File: config.mk
export PLATFORM = sky130hd
export DESIGN_NAME = alu_pipe
export DESIGN_NICKNAME = d
export VERILOG_FILES = /design/src/rtl/alu_pipe.sv
export SDC_FILE = /design/constraint.sdc
export NUM_CORES = 1
export LEC_CHECK = 0
export BUFFER_PORTS_ARGS = -buffer_cell sky130_fd_sc_hd__clkbuf_2
export CAP_MARGIN = 20
export CORE_MARGIN = 3
export CORE_UTILIZATION = 57
export DETAILED_ROUTE_END_ITERATION = 7
export GPL_ROUTABILITY_DRIVEN = 0
export GPL_TIMING_DRIVEN = 0
export PLACE_DENSITY = 0.77
export SETUP_SLACK_MARGIN = 0.2
export SKIP_LAST_GASP = 1
export SLEW_MARGIN = 20
export SYNTH_ARGS = -nofsm -noshare
export SYNTH_HDL_FRONTEND = slang
export SYNTH_SLANG_ARGS = --single-unit
File: constraint.sdc
create_clock -name clk -period 5 [get_ports clk]
set_input_delay 1 -clock clk [delete_from_list [all_inputs] [get_ports clk]]
set_output_delay 1 -clock clk [all_outputs]
set_load 0.005 [all_outputs]
File: src/rtl/alu_pipe.sv
// Handshaked, parametrised ALU with a held output register, status flags and a
// multi-cycle restoring divider (one quotient bit per clock, MSB first).
module alu_pipe #(
    parameter int N   = 8,
    parameter int OPW = 3
) (
    input  logic           clk,
    input  logic           rst,
    input  logic           in_valid,
    output logic           in_ready,
    input  logic [N-1:0]   a,
    input  logic [N-1:0]   b,
    input  logic [OPW-1:0] op,
    output logic           out_valid,
    input  logic           out_ready,
    output logic [N-1:0]   result,
    output logic           flag_zero,
    output logic           flag_carry,
    output logic           flag_ovf,
    output logic           flag_dz,
    output logic           busy
);
    localparam int CW = $clog2(N);

    localparam logic [OPW-1:0] OP_ADD = OPW'(0);
    localparam logic [OPW-1:0] OP_SUB = OPW'(1);
    localparam logic [OPW-1:0] OP_MUL = OPW'(2);
    localparam logic [OPW-1:0] OP_DIV = OPW'(3);
    localparam logic [OPW-1:0] OP_SHL = OPW'(4);
    localparam logic [OPW-1:0] OP_SHR = OPW'(5);
    localparam logic [OPW-1:0] OP_ROL = OPW'(6);
    localparam logic [OPW-1:0] OP_ROR = OPW'(7);

    typedef enum logic {IDLE, DIV} state_t;

    state_t          state;
    logic [CW-1:0]   count;
    logic [N-1:0]    rem;
    logic [N-1:0]    quo;
    logic [N-1:0]    dvs;

    logic            accept;
    logic            start_div;
    logic [N-1:0]    alu_res;
    logic            alu_carry;
    logic            alu_ovf;
    logic            alu_dz;
    logic [N:0]      sum;
    logic [N:0]      diff;
    logic [2*N-1:0]  prod;
    logic [N:0]      trial;
    logic            trial_ge;
    logic [N-1:0]    next_rem;
    logic [N-1:0]    next_quo;

    assign in_ready  = (state == IDLE) && (!out_valid || out_ready);
    assign accept    = in_valid && in_ready;
    assign start_div = (op == OP_DIV) && (b != '0);
    assign busy      = (state == DIV);

    always_comb begin
        sum       = {1'b0, a} + {1'b0, b};
        diff      = {1'b0, a} - {1'b0, b};
        prod      = {{N{1'b0}}, a} * {{N{1'b0}}, b};
        alu_res   = '0;
        alu_carry = 1'b0;
        alu_ovf   = 1'b0;
        alu_dz    = 1'b0;
        case (op)
            OP_ADD: begin
                alu_res   = sum[N-1:0];
                alu_carry = sum[N];
                alu_ovf   = (a[N-1] == b[N-1]) && (sum[N-1] != a[N-1]);
            end
            OP_SUB: begin
                alu_res   = diff[N-1:0];
                alu_carry = diff[N];
                alu_ovf   = (a[N-1] != b[N-1]) && (diff[N-1] != a[N-1]);
            end
            OP_MUL: begin
                alu_res   = prod[N-1:0];
                alu_carry = |prod[2*N-1:N];
            end
            // Only reached with b == 0; nonzero divisors go to the iterative path.
            OP_DIV: begin
                alu_res = '1;
                alu_dz  = 1'b1;
            end
            OP_SHL: begin
                alu_res   = {a[N-2:0], 1'b0};
                alu_carry = a[N-1];
            end
            OP_SHR: begin
                alu_res   = {1'b0, a[N-1:1]};
                alu_carry = a[0];
            end
            OP_ROL:  alu_res = {a[N-2:0], a[N-1]};
            OP_ROR:  alu_res = {a[0], a[N-1:1]};
            default: alu_res = '0;
        endcase
    end

    // Restoring step: shift the next dividend bit into the partial remainder.
    always_comb begin
        trial    = {rem, quo[N-1]};
        trial_ge = (trial >= {1'b0, dvs});
        next_rem = trial_ge ? N'(trial - {1'b0, dvs}) : trial[N-1:0];
        next_quo = {quo[N-2:0], trial_ge};
    end

    always_ff @(posedge clk) begin
        if (rst) begin
            state      <= IDLE;
            count      <= '0;
            rem        <= '0;
            quo        <= '0;
            dvs        <= '0;
            out_valid  <= 1'b0;
            result     <= '0;
            flag_zero  <= 1'b0;
            flag_carry <= 1'b0;
            flag_ovf   <= 1'b0;
            flag_dz    <= 1'b0;
        end else begin
            if (out_ready) begin
                out_valid <= 1'b0;
            end
            case (state)
                IDLE: begin
                    if (accept && start_div) begin
                        state <= DIV;
                        count <= '0;
                        rem   <= '0;
                        quo   <= a;
                        dvs   <= b;
                    end else if (accept) begin
                        out_valid  <= 1'b1;
                        result     <= alu_res;
                        flag_zero  <= (alu_res == '0);
                        flag_carry <= alu_carry;
                        flag_ovf   <= alu_ovf;
                        flag_dz    <= alu_dz;
                    end
                end
                // The output register is guaranteed empty here, so completion may load it freely.
                DIV: begin
                    rem   <= next_rem;
                    quo   <= next_quo;
                    count <= count + CW'(1);
                    if (count == CW'(N-1)) begin
                        state      <= IDLE;
                        out_valid  <= 1'b1;
                        result     <= next_quo;
                        flag_zero  <= (next_quo == '0);
                        flag_carry <= 1'b0;
                        flag_ovf   <= 1'b0;
                        flag_dz    <= 1'b0;
                    end
                end
                default: state <= IDLE;
            endcase
        end
    end
endmodule

### After elaboration in Yosys (flattened, before gate mapping)

Index checks and enable logic that the tools add are counted.
W data, S select, Z words.

| word-level totals | value |
|---|---|
| register bits after elaboration | 41 |
| input bits | 23 |
| output and inout bits | 15 |
| logic and storage cells | 86 |

| operators by class | value |
|---|---|
| add/sub/neg operators | 4 |
| multipliers | 1 |
| magnitude comparators | 1 |
| equality and inequality tests | 16 |
| muxes and demuxes | 37 |
| bitwise gates (word level) | 1 |
| reduce and logical (&&, ||, !) cells | 15 |

Operators with widths:

| cell | count |
|---|---|
| $pmux W8 S8 | 1 |
| $mux W8 | 6 |
| $pmux W8 S2 | 3 |
| $mux W1 | 17 |
| $logic_not A8 Y1 | 2 |
| $mul A8 B8 Y16 | 1 |
| $eq A3 B3 Y1 const B | 5 |
| $pmux W1 S2 | 7 |
| $add A8 B8 Y9 | 1 |
| $ge A9 B8 Y1 | 1 |
| $sub A8 B8 Y9 | 1 |
| $reduce_bool A8 Y1 | 1 |
| $reduce_or A8 Y1 | 1 |
| $sub A8 B8 Y8 | 1 |
| $eq A3 B2 Y1 const B | 2 |
| $logic_and A1 B1 Y1 | 6 |
| $pmux W3 S2 | 1 |
| $pmux W1 S5 | 1 |
| $ne A2 B1 Y1 const B | 2 |
| $ne A2 B2 Y1 const B | 2 |
| $add A3 B1 Y3 const B | 1 |
| $eq A3 B1 Y1 const B | 1 |
| $logic_not A3 Y1 | 1 |
| $mux W3 | 1 |
| 7 further kinds | 9 |

### Longest topological paths before layout

Gate-level depths: netlist of the first run.

| depth | value |
|---|---|
| depth in word-level cells | 7 |
| mapped depth | 19 |
| gate-level depth less buffers | 18 |

### Worst setup path after synthesis of the first run

Ideal clock, no wire load.

| timing | value |
|---|---|
| path kind | input port to flip-flop |
| start | in a[3] |
| end | reg result[7] |
| setup time | 139 ps |
| arrival | 4965 ps |
| data required time | 4861 ps |
| setup slack | -104 ps |
| stages on the path | 17 |
| buffers on the path | 1 |
| cell sequence | clkbuf_1 and2_1 fa_1 inv_1 fa_1 inv_1 fa_1 inv_1 fa_1 inv_1 ha_1 or3_1 a211o_1 a21boi_1 o21ai_1 o2111ai_1 a311oi_1 |

| between the ends | value |
|---|---|
| word-level cells in the longest chain between the ends | 5 |
| elaborated cells between the ends (all ways) | 7 |
| those cells by class | add/sub (2); mul (1); mux (4) |

Ends and longest elaborated chain:

| item | RTL line | source |
|---|---|---|
| from (decl) | 11 | `input logic [N-1:0] a,` |
| $mul A8 B8 Y16 (tied with other cells) | 64 | `prod = {{N{1'b0}}, a} * {{N{1'b0}}, b};` |
| $pmux W8 S8 (*) | 69 | `case (op)` |
| $mux W8 (*) | 136 | `end else if (accept) begin` |
| $mux W8 (*) | 130 | `if (accept && start_div) begin` |
| $pmux W8 S2 (*) | 128 | `case (state)` |
| to (signal assigned) | 138 | `result <= alu_res;` |
| to (signal assigned) | 153 | `result <= next_quo;` |
| to (decl) | 16 | `output logic [N-1:0] result,` |

Every way passes the cells marked *; elsewhere a longest branch is shown, timed or not. The select of a mux whose other input is x is not followed.
A chain may end at the register's enable or synchronous reset.

### Worst setup path in the final report of the first run

| timing | value |
|---|---|
| start | in a[3] |
| end | reg flag_carry |

| between the ends | value |
|---|---|
| word-level cells in the longest chain between the ends | 6 |
| elaborated cells between the ends (all ways) | 8 |
| those cells by class | add/sub (2); mul (1); mux (4); reduce/logical (1) |

Ends and longest elaborated chain:

| item | RTL line | source |
|---|---|---|
| $mul A8 B8 Y16 | 64 |  |
| $reduce_or A8 Y1 | 82 | `alu_carry = \|prod[2*N-1:N];` |
| $pmux W1 S5 (*) | 69 |  |
| $mux W1 (*) | 136 |  |
| $mux W1 (*) | 130 |  |
| $pmux W1 S2 (*) | 128 |  |
| to (signal assigned) | 140 | `flag_carry <= alu_carry;` |
| to (decl) | 18 | `output logic flag_carry,` |

Marked as above.

==> results of run 1 <==
## report_power, final
part | internal [mW] | switching, mW
clock network | 0.150 | 0.126
logic | 0.523 | 0.620
registers | 0.339 | 0.00775
## sequential cells by signal (all words and copies together) (netlist names), 3 cells and up
signal  cells
rem         8
dvs         8
quo         8
count       3
result      8
## critical path, cell delays in order
cell	delay (ps)
clkbuf_16	130
clkbuf_16	150
and2_4	140
fa_1	530
inv_1	50
fa_1	480
inv_1	50
fa_1	470
inv_1	50
fa_1	490
inv_2	50
ha_4	300
o21a_1	140
buf_4	110
buf_4	90
o21ai_0	80
a311oi_1	200
o2111ai_1	190
a211oi_2	360
o211ai_1	140
## logic make-up after synthesis
logic type | share of synthesized area (%)
flops | 15.3
xor+xnor | 1.47
mux | 2.54
fa+ha+maj | 29.0
simple gates | 21.3
buf+inv | 8.97
compound gates | 21.4
## final cells by class
class,count,area (µm²),area share [%]
Sequential cell,41,821,13.3
Buffer,33,230,3.73
Inverter,88,330,5.35
Multi-Input combinational cell,525,4260,69.0
Timing Repair Buffer,46,283,4.58
Clock buffer,5,68.8,1.11
Clock inverter,3,43.8,0.709
Tap cell,108,135,2.19
## metrics by stage
stage	hold slack, ps	utilization, %	total power, mW	setup TNS, ps
finish	461	69.1	1.77	-15.0
global route	478	69.1	1.90	-141
CTS	464	68.2	1.72	0
detailed placement	452	65.0	1.37	-1550
global placement	446	65.0	1.34	-1240
floorplan	436	-	1.15	0
## routing by layer
layer | global-route usage, % | up-vias
li1 | - | 2474
met1 | 40.9 | 2441
met2 | 47.0 | 215
met3 | 4.67 | 25
met4 | 5.48 | 0
met5 | 0 | -
## final timing paths
path	to	depth (start not counted)
min	dvs[6]$_SDFFE_PP0P_	2
max reg2reg	rem[7]$_SDFFE_PP0P_	9
min reg2reg	dvs[6]$_SDFFE_PP0P_	2
max	flag_carry$_SDFFE_PP0P_	20
## cell usage in the layout (no fill, tap or decap), types with 24 or more instances in the layout
| cell type | instances |
|---|---|
| a21oi_1 | 48 |
| nor2_1 | 42 |
| and2_1 | 29 |
| clkbuf_2 | 32 |
| fa_1 | 37 |
| ha_1 | 52 |
| dfxtp_1 | 41 |
| o21ai_0 | 24 |
| inv_1 | 85 |
| nand2_1 | 75 |
## repair_timing
item,4_1_cts,5_1_grt
hold buffers,0,0
setup endpoints to repair,4,4
buffers inserted,8,1
cloned,0,0
pin swaps,12,13
gates resized for setup,30,26
==> metrics, run 1 <==
fin crit share=100%; CTS buffer count=5; number of synthesized register bits=41; Distinct cells, synth=71; Sink Count=41; Slew Limit Fails=0; outcome=finished, violations left; Pleak=2.77 nW; worst slack, placed=-602 ps; Die X=103 µm; Total GRT Usage=28.9%; Final Hold Fails=0; total gr overflow=0; YS warnings=0; syn_nets=811; area growth from synthesis to layout=14.9%; worst hold path type=reg -> reg; clk_lat worst skew=310 ps; Mean Syn Cell Area=7.82 µm²; Fill cells=754; DR DRC count=0; share of layout cells above drive strength 1=16.1%; Cells after DPL=832; worst-path maximum fanout=7; Post-Route WL=14,800 µm; Max clock buf depth=2; Starting Density=60.1%; I/O pin cnt=38; CTS H-tree depth=2; CP Launch Type=primary input; Yosys top cell area share=15.3%; Post-synth EDFFs=0; Worst EP arrival=5200 ps; TritonCTS clock tree=yes; Slew @ Worst Pin=571 ps; Detail Placement HPWL=11,500 µm; die span in y=103 µm; Port Buf Inserts=37; CP Capture Type=flop; pwr dens=286 nW/µm²; sequential share of the synthesized area=15.3%; total die area=10,600 µm²; Peak VDD IR=0.272 mV; critical path data required time=5180 ps; minimum clock period=5020 ps; reg2reg setup slack=2640 ps; met2 WL=6820 µm; Rows=34; DR pass1 iterations=5; Rel. slew slack=61.6%; top cells by count, synth=88 x inv_1, 76 x nand2_1, 62 x ha_1; antenna violations before repair=0; leading area contributor after synthesis=dfxtp_1; DR WL/cell=17.4 µm; routed vias=5,155; DR top layer=met4; post-route cell area=6170 µm²; start point of the worst hold path=dvs[6]$_SDFFE_PP0P_; DRT met1 WL=6620 µm; Finished Layout Cells=849; Cells after Synth=687; Critical Path Start=a[3]; most frequent cell after synthesis=inv_1; vias per cell=6.07; startpoint of the worst register-to-register path=dvs[1]$_SDFFE_PP0P_; RSZ-0062 raised after global routing=true; Clock transition at path regs=90 ps; Primary FF master, synth=dfxtp_1; vias in the first global route=5,053; CTS Root Cell=clkbuf_8; Worst Path Class, Setup=in -> reg; setup violators final=1; Core ar.=8930 µm²; WL met3=1120 µm; first-pass GRT wire length=24,300 µm; failing checks=negative setup slack; DR iter-0 viols=449; Post-DP Area=5810 µm²; Max Cap Violations=0; pin count of the biggest net entering global routing=15; Routed Antenna Nets=0; PnR worst setup slack=-15.0 ps; Post-synth ARST share=0%; FMAX=199 MHz; final layout net count=864; Layout Skew=11.1 ps; Area contributors post-synth=dfxtp_1 15%, fa_1 15%, ha_1 14%; Ant. Diodes=0; Mapped Area=5370 µm²
Power figures use the tool's default switching activity.
==> inputs of run 2 (changes only) <==
--- a/config.mk
+++ b/config.mk
@@ -5,9 +5,9 @@
 export SDC_FILE = /design/constraint.sdc
 export NUM_CORES = 1
 export LEC_CHECK = 0
+export ABC_AREA = 1
 export BUFFER_PORTS_ARGS = -buffer_cell sky130_fd_sc_hd__clkbuf_2
 export CAP_MARGIN = 20
-export CORE_MARGIN = 3
 export CORE_UTILIZATION = 57
 export DETAILED_ROUTE_END_ITERATION = 7
 export GPL_ROUTABILITY_DRIVEN = 0
==> run 2 against run 1 <==
  * The flow now finishes without violations
  * Highest routed layer unchanged
  * Sequential cell count stayed put
  * Clock power is 1% lower
  * Via count is 8.7% higher
  * Die area is 2.5% lower
  * Largest power group unchanged
  * Utilization is 1.7 points lower
  * Setup slack better by 290 ps
  * Synthesized area is 5.6% higher
==> metrics, run 2 <==
timing endpoint of the critical path=flag_carry$_SDFFE_PP0P_; setup violators final=0 (-1); Distinct cells, synth=44 (-38%); Cells after Synth=873 (+27%); commonest cells after routing, fill and taps aside=231 x nand2_1, 164 x inv_1, 55 x a21oi_1; RSZ-0062 raised after global routing=true; first-pass GRT wire length=23,100 µm (-4.7%); leading area contributor after synthesis=nand2_1; worst-path maximum fanout=7 (unchanged); startpoint of the worst register-to-register path=rem[1]$_SDFFE_PP0P_; number of synthesized register bits=41 (unchanged); share of layout cells above drive strength 1=16.7% (+0.68 points); area growth from synthesis to layout=15.7%; Sink Count=41 (unchanged); routed vias=5,606 (+8.7%); most frequent cell after synthesis=nand2_1; Primary FF master, synth=dfxtp_1; Detail Placement HPWL=11,300 µm (-1.1%); pwr dens=292 nW/µm² (+2.1%); CP Launch Type=primary input; total die area=10,400 µm² (-2.5%); Rows=36 (+5.9%); Total GRT Usage=28.5% (-0.34 points); largest family of logic cells by synthesized area=simple AND/OR/NAND/NOR gates; CTS buffer count=5 (unchanged); Starting Density=58.3% (-1.8 points); R2R depth=10 (+1); DR iter-0 viols=429 (-4.5%); Post-synth EDFFs=0 (unchanged); Layout Skew=8.78 ps (-2.30 ps); Max Cap Violations=0 (unchanged); critical path data required time=5170 ps (about the same); Clock transition at path regs=80 ps (about the same); Max clock buf depth=2 (unchanged); Die X=102 µm (-1.3%); most common cell after layout, fill and taps aside=nand2_1; Worst Path Class, Setup=in -> reg; Fill cells=892 (+18%); die span in y=102 µm (-1.3%); syn_nets=997 (+23%); Mean Syn Cell Area=6.50 µm² (-17%); Peak VDD IR=0.204 mV (-25%); Routed Antenna Nets=0 (unchanged); Worst EP arrival=4890 ps (-310 ps); Post-synth ARST share=0% (unchanged); Core ar.=9730 µm² (+8.9%); top cells by count, synth=244 x nand2_1, 169 x inv_1, 62 x ha_1; adder-cell share of the synthesized area=27.4% (-1.5 points); pin count of the biggest net entering global routing=15 (unchanged); Final TNS setup=0 ps (+15.0 ps); Pleak=3.61 nW (+30%); compound-gate portion of the synthesized area=11.6% (-9.8 points); outcome=completed; clk_lat worst skew=300 ps (about the same); YS warnings=0 (unchanged); CP Capture Type=flop; mux share of post-synthesis cell area=0% (-2.5 points); Critical Path Start=a[1]; Rel. slew slack=61.3% (-0.29 points); DR pass1 iterations=5 (unchanged); end of the worst register-to-register path=rem[4]$_SDFFE_PP0P_; Slew @ Worst Pin=581 ps (+9.26 ps); Post-Route WL=14,400 µm (-2.2%); Area contributors post-synth=nand2_1 16%, dfxtp_1 14%, fa_1 14%; Port Buf Inserts=35 (-5.4%); I/O pin cnt=38 (unchanged); XOR/XNOR share of the synthesized area=1.54% (+0.076 points); sequential share of the synthesized area=14.5% (-0.81 points); reg2reg setup slack=2920 ps (+280 ps); minimum clock period=4720 ps (-295 ps); vias in the first global route=5,049 (-0.079%); Slew Limit Fails=0 (unchanged); Post-Synth Simple-Gate Area=29.3% (+8.0 points); final layout net count=1,055 (+22%); CTS H-tree depth=2 (unchanged); fin crit share=94.4% (-5.9 points); FMAX=212 MHz (+6.2%); total gr overflow=0 (unchanged); CTS Root Cell=clkbuf_8; worst hold path type=reg -> reg; antenna violations before repair=0 (unchanged); DR WL/cell=13.6 µm (-22%); Yosys top cell area share=16.1% (+0.86 points); Ant. Diodes=0 (unchanged); DR DRC count=0 (unchanged); Final Hold Fails=0 (unchanged); Mapped Area=5670 µm² (+5.6%); CTS Hold Bufs=0 (unchanged); vias per cell=5.26 (-13%); TritonCTS clock tree=yes; Hold Worst Slack=466 ps (+5.02 ps)
-- run 2: how the worst min path moves through the flow --
stage | startpoint | cells past startpoint | to | slack [ps]
after floorplan | count[0]$_SDFFE_PP0P_ | 1 | count[0]$_SDFFE_PP0P_ | 430
after global placement | dvs[3]$_SDFFE_PP0P_ | 2 | dvs[3]$_SDFFE_PP0P_ | 440
after detailed placement | dvs[3]$_SDFFE_PP0P_ | 2 | dvs[3]$_SDFFE_PP0P_ | 460
after CTS | dvs[6]$_SDFFE_PP0P_ | 2 | dvs[6]$_SDFFE_PP0P_ | 470
after global routing | dvs[3]$_SDFFE_PP0P_ | 2 | dvs[3]$_SDFFE_PP0P_ | 480
final | dvs[2]$_SDFFE_PP0P_ | 2 | dvs[2]$_SDFFE_PP0P_ | 470
-- run 2: what timing repair did --
item                       CTS  global route
hold endpoints to repair     0             0
gates resized for setup     36            58
pin swaps                   10            22
setup endpoints to repair    3             3
setup buffers                4            12
-- run 2: layout make-up --
cell class                 instances  area (µm²)  share of cell area, %
tap                              133         166                   2.54
multi-input combinational        615        4140                   63.1
inverter                         182         689                   10.5
timing repair buffer              51         308                   4.69
sequential                        41         821                   12.5
clock buffer                       5        68.8                   1.05
buffer                            35         323                   4.92
clock inverter                     3        46.3                  0.706
-- run 2: stage by stage --
stage	total power, mW	util, %	cell area, µm²	worst slack [ps]	instances
after floorplan	1.17	-	5680	207	873
after global placement	1.38	61.9	6020	-500	1041
after detailed placement	1.40	61.9	6020	-508	1041
after CTS	1.76	64.8	6310	201	1053
after global routing	2.10	67.4	6560	86.6	1065
final	1.92	67.4	6560	280	1065
-- run 2: cell families after synthesis --
kind of cell	Yosys count
XOR/XNOR	10
flip-flops	41
AND/OR/NAND/NOR	386
AO/OA/AOI/OAI	118
buffers and inverters	217
adder cells (fa/ha/maj)	101
-- run 2: layer usage --
layer	wire length, µm	global-route usage, %
met5	0	0
met4	445	10.7
met3	738	1.66
met2	7100	49.4
met1	6170	37.5
-- run 2: worst max-delay path, cell delays in order --
cell	delay, ps
buf_6	110
clkbuf_16	150
nand2_1	80
fa_1	520
fa_1	540
inv_1	50
fa_1	490
inv_2	40
fa_1	510
inv_2	50
ha_4	300
nand2_2	60
nand2_2	80
nand2_2	50
nand2_2	70
inv_2	40
nand2_1	60
nand2_1	50
nand2_1	70
nand2_2	60
nor2_2	130
nand3_2	120
nand2_2	90
nand2_2	50
nand2_1	50
a21oi_1	50
-- run 2: power breakdown --
| group | total (mW) | internal [mW] | switching, mW | leakage (nW) |
|---|---|---|---|---|
| registers | 0.353 | 0.343 | 0.00972 | 0.334 |
| clock network | 0.272 | 0.149 | 0.122 | 0.0543 |
| logic | 1.29 | 0.519 | 0.772 | 3.22 |
